**config.mk**
```make
export PLATFORM = sky130hd
export DESIGN_NAME = alu_share_arbiter
export DESIGN_NICKNAME = d
export VERILOG_FILES = /design/src/rtl/alu_share_arbiter.sv
export SDC_FILE = /design/constraint.sdc
export NUM_CORES = 1
export LEC_CHECK = 0
export CAP_MARGIN = 20
export CORE_AREA = 2 2 207 209
export CTS_CLUSTER_DIAMETER = 200
export DETAILED_ROUTE_END_ITERATION = 10
export DIE_AREA = 0 0 209 211
export PLACE_DENSITY = 0.48
export SYNTH_ARGS = -nofsm -noshare
export SYNTH_HDL_FRONTEND = slang
export SYNTH_SLANG_ARGS = --single-unit
```
**constraint.sdc**
```tcl
create_clock -name clk -period 6.82 [get_ports clk]
set_clock_uncertainty 0.05 [all_clocks]
set_input_delay 1.705 -clock clk [delete_from_list [all_inputs] [get_ports clk]]
set_output_delay 1.705 -clock clk [all_outputs]
set_load 0.02 [all_outputs]
```
**src/rtl/alu_share_arbiter.sv**
```systemverilog
// Round-robin share of one single-cycle ALU between two valid/ready requesters,
// with a registered, back-pressured response channel tagged by requester id.
module alu_share_arbiter #(
  parameter int XLEN = 64
) (
  input  logic            clk,
  input  logic            rst_n,
  input  logic            req0_valid,
  output logic            req0_ready,
  input  logic [3:0]      req0_op,
  input  logic [XLEN-1:0] req0_a,
  input  logic [XLEN-1:0] req0_b,
  input  logic            req1_valid,
  output logic            req1_ready,
  input  logic [3:0]      req1_op,
  input  logic [XLEN-1:0] req1_a,
  input  logic [XLEN-1:0] req1_b,
  output logic [3:0]      alu_ctrl,
  output logic [XLEN-1:0] alu_a,
  output logic [XLEN-1:0] alu_b,
  input  logic [XLEN-1:0] alu_result,
  input  logic            alu_zero,
  output logic            rsp_valid,
  input  logic            rsp_ready,
  output logic            rsp_id,
  output logic [XLEN-1:0] rsp_result,
  output logic            rsp_zero,
  output logic            rsp_err,
  output logic            busy
);

  typedef enum logic [1:0] {
    IDLE = 2'd0,
    EXEC = 2'd1,
    RESP = 2'd2
  } state_t;

  state_t          state;
  logic            rr_ptr;
  logic            id_p0;
  logic [3:0]      op_p0;
  logic [XLEN-1:0] a_p0;
  logic [XLEN-1:0] b_p0;
  logic            accept_en;
  logic            accept;
  logic            grant;

  function automatic logic op_unsupported(input logic [3:0] op);
    return !(op == 4'b0000 || op == 4'b0001 || op == 4'b0010 || op == 4'b0110);
  endfunction

  // rst_n is active-high; readies are forced low while it is asserted.
  always_comb begin
    accept_en  = !rst_n && ((state == IDLE) || (state == RESP && rsp_ready));
    grant      = (req0_valid && req1_valid) ? rr_ptr : req1_valid;
    req0_ready = accept_en && req0_valid && !grant;
    req1_ready = accept_en && req1_valid && grant;
    accept     = req0_ready || req1_ready;
  end

  always_ff @(posedge clk or posedge rst_n) begin
    if (rst_n) begin
      state      <= IDLE;
      rr_ptr     <= 1'b0;
      id_p0      <= 1'b0;
      op_p0      <= '0;
      a_p0       <= '0;
      b_p0       <= '0;
      rsp_id     <= 1'b0;
      rsp_result <= '0;
      rsp_zero   <= 1'b0;
      rsp_err    <= 1'b0;
    end else if (accept) begin
      // Stage p0: latch the granted request and hand priority to the other port.
      op_p0  <= grant ? req1_op : req0_op;
      a_p0   <= grant ? req1_a  : req0_a;
      b_p0   <= grant ? req1_b  : req0_b;
      id_p0  <= grant;
      rr_ptr <= ~grant;
      state  <= EXEC;
    end else begin
      case (state)
        EXEC: begin
          // Stage p1: ALU has settled on the latched operands; capture response.
          rsp_result <= alu_result;
          rsp_zero   <= alu_zero;
          rsp_err    <= op_unsupported(op_p0);
          rsp_id     <= id_p0;
          state      <= RESP;
        end
        RESP: if (rsp_ready) state <= IDLE;
        default: ;
      endcase
    end
  end

  assign alu_ctrl  = op_p0;
  assign alu_a     = a_p0;
  assign alu_b     = b_p0;
  assign rsp_valid = (state == RESP);
  assign busy      = (state != IDLE);

endmodule

```
# Word-level counts from Yosys, hierarchy flattened
# Cells that the tools add are included.
# word_totals
inputBits,334
reg_bits,203
# classes
eq_ne,6
mux,7
bitwise,2
reduce_logical,21
# ops
cell,n
64-bit 2-to-1 mux,2
1-bit logical AND,7
1-bit logical OR,5
"4-bit by 1-bit equality test with 1-bit output, second input constant",1
"4-bit by 2-bit equality test with 1-bit output, second input constant",1
"4-bit by 3-bit equality test with 1-bit output, second input constant",1
4-bit zero test,1
2-bit 2-to-1 mux,2
4-bit 2-to-1 mux,1
2-bit one-hot mux with 2 select lines,1
2-bit AND reduction,2
1-bit zero test,3
"3-bit by 1-bit != test with 1-bit output, second input constant",1
3-bit nonzero test,1
"2-bit by 1-bit equality test with 1-bit output, second input constant",1
"2-bit equality test, second input constant",1
2-bit zero test,1
1-bit inverter,2
2-bit nonzero test,1
1-bit 2-to-1 mux,1

# Depth between registers and ports, before layout
# Gate-level depths: netlist of run 1.
# depth
ltp_word,9
ltp_mapped,7
mapped_depth_nobuf,3

# Worst setup path before layout of run 1
# No wires, ideal clock.
# synth_path
path_kind,in2out
from,input req0_valid
to,output req0_ready
setup_slack_ns,2.464
stages,5
t_required_ns,5.065
arrival_time_ns,2.601
cell_sequence,nor2b_1 -> buf_2 -> buf_2 -> nand2b_1 -> nor2b_1
# synth_between
elab_chain_len,4
word_cells_on_any_way,5
# synth_lines
item,line,text
start: declaration,8,"input logic req0_valid,"
1-bit logical AND,55,grant = (req0_valid && req1_valid) ? rr_ptr : req1_valid;
1-bit 2-to-1 mux,55,
1-bit zero test,56,req0_ready = accept_en && req0_valid && !grant;
1-bit logical AND (*),56,
end: declaration,9,"output logic req0_ready,"
# Every way passes the cells marked *; elsewhere a longest branch is shown, timed or not.

# Worst setup path after layout of run 1
# layout_path
from,input rst_n
to,output req0_ready
# layout_between
elab_chain_len,4
# layout_lines
item,line,text
start: declaration,7,"input logic rst_n,"
1-bit zero test (no source line),n/a,
1-bit logical AND,54,accept_en = !rst_n && ((state == IDLE) || (state == RESP && rsp_ready));
1-bit logical AND (2 in a row),56,
# Every way passes these cells.

==> results of run 1 <==
-- per-layer routing --
| metal | part of all wire, % | routed length, um |
|---|---|---|
| met1 | 40 | 14400 |
| met2 | 49 | 17600 |
| met3 | 9.3 | 3380 |
| met4 | 2.3 | 828 |
| met5 | 0 | 0 |
-- synth_stat cells --
library cell	instances
or2_2	1
a31oi_1	2
mux2_2	66
nand2_1	1
nor3_2	1
buf_1	11
nor2b_1	6
inv_1	1
dfrtp_1	203
a2bb2oi_1	132
nand2b_1	3
clkbuf_1	49
buf_4	2
o2bb2ai_1	1
o32ai_1	132
nor2_1	4
clkinv_1	1
a211oi_1	1
a21bo_2	1
a21o_1	1
nor4_4	1
nand3_1	1
a21oi_1	1
buf_2	19
-- cells by family after synthesis --
family | after synthesis
simple gates | 18
compound gates | 271
flops | 203
buf+inv | 83
mux | 66
-- state kept, by name (all words and copies together), names as in the netlist --
signal / cells
id_p0: 1
rr_ptr: 1
alu_b: 64
rsp_err: 1
state: 2
rsp_id: 1
alu_a: 64
rsp_zero: 1
rsp_result: 64
alu_ctrl: 4
-- layout by cell type (no fill, tap or decap), types with 2 or more instances in the layout --
| cell type | netlist | routed |
|---|---|---|
| a2bb2oi_1 | 132 | 132 |
| a31oi_1 | 2 | 2 |
| buf_12 | 0 | 4 |
| buf_4 | 2 | 5 |
| bufinv_16 | 0 | 2 |
| clkbuf_1 | 49 | 4 |
| clkbuf_16 | 0 | 25 |
| clkbuf_8 | 0 | 8 |
| clkdlybuf4s50_1 | 0 | 536 |
| clkinv_2 | 0 | 2 |
| clkinvlp_4 | 0 | 3 |
| dfrtp_1 | 203 | 203 |
| diode_2 | 0 | 2 |
| mux2_2 | 66 | 66 |
| nand2b_1 | 3 | 3 |
| nor2_1 | 4 | 4 |
| nor2b_1 | 6 | 4 |
| nor2b_4 | 0 | 2 |
| o32ai_1 | 132 | 132 |
-- worst register-to-register path: stages, from the launching register on --
cell       delay, ns
dfrtp_1         0.45
nor2b_4         0.13
buf_4           0.61
buf_4           0.76
o32ai_1         0.27
a2bb2oi_1       0.20
-- through the flow --
stage	std cells	hold WS [ns]	setup slack (ns)	power [mW]	cell area (um2)
6_report	1690	0.453	1.67	6.97	15400
5_1_grt	1689	0.469	1.58	7.33	15300
4_1_cts	1688	0.457	1.67	7.08	15300
3_5_place_dp	1644	0.444	1.67	5.65	14500
3_3_place_gp	1644	0.439	1.69	5.65	14500
2_1_floorplan	641	0.401	2.43	3.88	8650
-- power breakdown --
part | switching [mW] | total (mW) | internal (mW) | leakage (nW)
registers | 0.330 | 2.12 | 1.79 | 2.25
logic | 1.69 | 3.48 | 1.79 | 3.08
clock network | 0.537 | 1.37 | 0.833 | 0.411
total | 2.55 | 6.97 | 4.41 | 5.75
-- worst min path at each step --
stage / from / to / slack (ns)
after floorplan: id_p0$_DFFE_PP0P_ / id_p0$_DFFE_PP0P_ / 0.40
after detailed placement: rsp_result[9]$_DFFE_PP0P_ / rsp_result[9]$_DFFE_PP0P_ / 0.44
after global placement: rsp_result[19]$_DFFE_PP0P_ / rsp_result[19]$_DFFE_PP0P_ / 0.44
after global routing: rsp_result[33]$_DFFE_PP0P_ / rsp_result[33]$_DFFE_PP0P_ / 0.47
after CTS: rsp_result[41]$_DFFE_PP0P_ / rsp_result[41]$_DFFE_PP0P_ / 0.46
final: rsp_result[41]$_DFFE_PP0P_ / rsp_result[41]$_DFFE_PP0P_ / 0.45
-- final cells by class --
cell class / count / area (um2)
clock buffer: 37 / 751
timing repair buffer: 545 / 5480
tap: 539 / 674
clock inverter: 7 / 93.8
fill: 4092 / 26400
inverter: 2 / 13.8
sequential: 203 / 5080
antenna: 2 / 5.00
multi-input combinational: 355 / 3250
==> flow_summary.json, run 1 <==
{
  "hold_violations": 0,
  "grtUsageMet3_pct": 5.58,
  "regToRegStartpoint": "rr_ptr$_DFFE_PP0P_",
  "grt_max_degree": 134,
  "nets": 1466,
  "dp_hpwl_um": 25000,
  "synth_top_cell_area_share_pct": 58.7,
  "cp_top_family": "buffers and inverters",
  "finalWeightedCongestion": 0.792,
  "rsz0062_at_grt": "no",
  "slew_headroom_pct": 34.5,
  "final_antenna_net_count": 0,
  "ys_seq_area_share_pct": 58.7,
  "crit_path_start": "rst_n",
  "status": "complete, no violations",
  "die_w_um": 209,
  "synth-seq-cells": 203,
  "end_kind": "output port",
  "synth_cell_types": 24,
  "post_cts_resize_count": 0,
  "post_synth_and_or_nand_nor_area_fraction_pct": 1.36,
  "crit_end": "req0_ready",
  "cts_tree": "done",
  "grt_pass1_vias": 8458,
  "ios": 537,
  "synth_compound_area_share_pct": 27.3,
  "drt_pre_antenna_iters": 6,
  "hold_buffers": 0,
  "use_met2_pct": 26.6,
  "grt_overflow": 0,
  "critPathMaxFanout": 4,
  "drt-wirelength-per-cell_um": 21.5,
  "tightest_slew_ns": 0.983,
  "cp_common_cell": "clkdlybuf4s50_1",
  "grt_pass1_wl_um": 53700,
  "drc": 0,
  "syn_area_um2": 8650,
  "met1_usage_pct": 18.8,
  "synthMuxAreaShare_pct": 8.59,
  "cp.arrival_ns": 3.39,
  "crit_type": "in -> out",
  "min_path_type": "reg -> reg",
  "dr_total_vias": 7937,
  "viasPerCell": 4.70,
  "antenna_found_initial": 2,
  "cp_num_buf_inv": 2,
  "busiest_layer": "met2",
  "area_growth_pct": 77.5,
  "cp-start-kind": "input pin",
  "clk_pin_slew_worst_paths_ns": 0.05,
  "ys_warn_count": 0,
  "max-clock-path-buffers": 3,
  "numCtsBuffers": 25,
  "tns_ns": 0,
  "r2r-end": "alu_a[16]$_DFFE_PP0P_",
  "timing.final.crit_period_ns": 5.15,
  "io_buffers": 536,
  "core_area_um2": 41800,
  "crit_chain": "clkdlybuf4s50_1 -> nor2_1 -> nand3_1 -> nor2b_1 -> clkdlybuf4s50_1",
  "cts.sinks": 203,
  "hold_depth": 1,
  "postSynthAreaPerCell_um2": 13.5,
  "die_y_um": 211,
  "ir_drop_mv": 0.287,
  "clock.fmax_ghz": 0.194,
  "wirelength_um": 36300,
  "grt_usage_pct": 15.7,
  "required_ns": 5.07,
  "die_area_um2": 44100,
  "r2r_slack_ns": 4.29,
  "synthAdderAreaFrac_pct": 0,
  "cp.depth": 5,
  "power_density_nw_per_um2": 454,
  "drt_iter0_markers": 351,
  "cts_setup_buffers": 0,
  "clock_latency_ns": 0.53,
  "synth_fp_nets": 975,
  "setup_viol": 0,
  "htreeDepth": 1,
  "ys_top_cells_by_area": "dfrtp_1 (59%), a2bb2oi_1 (13%), o32ai_1 (13%), mux2_2 (8.6%), clkbuf_1 (2.1%)",
  "fin_util_pct": 36.8,
  "max_stage_delay_ns": 0.61,
  "placementRows": 75,
  "leakagePower_nw": 5.75,
  "synth_top_family_by_area": "compound AO/OA/AOI/OAI gates",
  "reg2reg_depth": 5,
  "synthCells": 641,
  "root_buffer": "clkbuf_16",
  "fin_crit_sh_pct": 75.5,
  "initial_core_util_pct": 20.7,
  "maxSlewViolCount": 0,
  "yosysTopAreaCell": "dfrtp_1",
  "slowest_stage": "clkdlybuf4s50_1",
  "drive_above_1_share_pct": 10.7,
  "synth_xor_area_share_pct": 0,
  "maxCapViolations": 0
}
Power figures use the tool's default switching activity.
==> inputs of run 2 (changes only) <==
==> constraint.sdc (replaced) <==
create_clock -name clk -period 4.35 [get_ports clk]
set_clock_uncertainty 0.05 [all_clocks]
set_input_delay 1.0875 -clock clk [delete_from_list [all_inputs] [get_ports clk]]
set_output_delay 1.0875 -clock clk [all_outputs]
set_load 0.02 [all_outputs]
==> flow_summary.json, run 2 (same netlist as run 1, synthesis figures left out) <==
{
  "max-clock-path-buffers": 3,
  "numCtsBuffers": 26,
  "cp-start-kind": "input pin",
  "antenna_found_initial": 1,
  "htreeDepth": 1,
  "drt-wirelength-per-cell_um": 21.9,
  "drc": 0,
  "die_area_um2": 44100,
  "power_density_nw_per_um2": 712,
  "crit_chain": "clkdlybuf4s50_1 -> nor2b_4 -> nand2b_1 -> nor2b_1 -> clkdlybuf4s50_1",
  "cp.arrival_ns": 2.71,
  "cts_setup_buffers": 0,
  "cts.sinks": 203,
  "final_antenna_net_count": 0,
  "initial_core_util_pct": 20.7,
  "maxSlewViolCount": 0,
  "die_w_um": 209,
  "wirelength_um": 37100,
  "hold_buffers": 0,
  "die_y_um": 211,
  "drt_pre_antenna_iters": 4,
  "timing.hold.ws_ns": 0.452,
  "met1_usage_pct": 19.7,
  "grt_pass1_wl_um": 55300,
  "fin_util_pct": 37.1,
  "dp_hpwl_um": 25900,
  "slew_headroom_pct": 32.6,
  "area_growth_pct": 79.0,
  "leakagePower_nw": 5.82,
  "timing.final.crit_period_ns": 3.85,
  "setup_viol": 0,
  "busiest_layer": "met2",
  "diodes": 0,
  "post_cts_resize_count": 0,
  "total_power_mw": 11.0,
  "finalWeightedCongestion": 0.788,
  "required_ns": 3.21,
  "status": "complete, no violations",
  "core_area_um2": 41800,
  "drive_above_1_share_pct": 11.3,
  "tightest_slew_ns": 1.01,
  "postLayoutSetupSlackWorst_ns": 0.503,
  "grtUsageMet3_pct": 5.41,
  "clk_pin_slew_worst_paths_ns": 0.05,
  "io_buffers": 536,
  "maxCapViolations": 0,
  "critPathMaxFanout": 5,
  "cts_tree": "done",
  "dr_total_vias": 7970,
  "use_met2_pct": 27.8,
  "grt_usage_pct": 16.2,
  "viasPerCell": 4.70,
  "end_kind": "output port",
  "grt_max_degree": 116,
  "drt_iter0_markers": 389,
  "final_cell_mix": "clkdlybuf4s50_1 (536), dfrtp_1 (203), o32ai_1 (132), a2bb2oi_1 (132), mux2_2 (66)",
  "fin_crit_sh_pct": 88.4,
  "ir_drop_mv": 0.394,
  "cp_top_family": "buffers and inverters",
  "max_stage_delay_ns": 0.61,
  "ios": 537,
  "rsz0062_at_grt": "no",
  "tns_ns": 0,
  "nets": 1475,
  "cp_num_buf_inv": 2,
  "min_path_type": "reg -> reg",
  "clock.fmax_ghz": 0.260,
  "placementRows": 75,
  "hold_violations": 0,
  "place_ws_ns": 0.518,
  "grt_pass1_vias": 8572,
  "cp_common_cell": "clkdlybuf4s50_1",
  "slowest_stage": "clkdlybuf4s50_1",
  "grt_overflow": 0,
  "final_common_cell": "clkdlybuf4s50_1",
  "clock_latency_ns": 0.53,
  "root_buffer": "clkbuf_16",
  "crit_type": "in -> out"
}
==> run 2: layout make-up <==
class                      count  area [um2]
sequential                   203        5080
tap                          539         674
clock buffer                  38         787
fill                        4069       26300
multi-input combinational    355        3250
inverter                       2        13.8
timing repair buffer         553        5590
clock inverter                 6        80.1
==> run 2: power by group <==
part           switching [mW]  total, mW  internal [mW]
clock                   0.838       2.20           1.36
sequential              0.529       3.33           2.80
combinational            2.65       5.49           2.84
==> run 2: worst paths after layout <==
check	start	to	slack [ns]	cells past startpoint
hold / removal	rsp_result[49]$_DFFE_PP0P_	rsp_result[49]$_DFFE_PP0P_	0.45	1
min in group asynchronous	rst_n	alu_b[43]$_DFFE_PP0P_	1.13	4
max in group asynchronous	rst_n	rsp_result[56]$_DFFE_PP0P_	2.46	4
setup / recovery	req0_valid	req0_ready	0.50	5
hold reg to reg	rsp_result[49]$_DFFE_PP0P_	rsp_result[49]$_DFFE_PP0P_	0.45	1
setup reg to reg	rr_ptr$_DFFE_PP0P_	alu_a[43]$_DFFE_PP0P_	1.81	5
==> run 2: per-stage QoR <==
stage / cells / instance area, um2
detailed placement: 1652 / 14600
finish: 1696 / 15500
global route: 1696 / 15500
CTS: 1696 / 15500
global placement: 1652 / 14600
floorplan: 641 / 8650
==> run 2: routing by layer <==
metal  wire (um)  vias to the layer above
met4         899                        0
met2       18200                      361
met5           0                        -
li1            -                     3630
met1       14900                     3924
met3        3170                       55
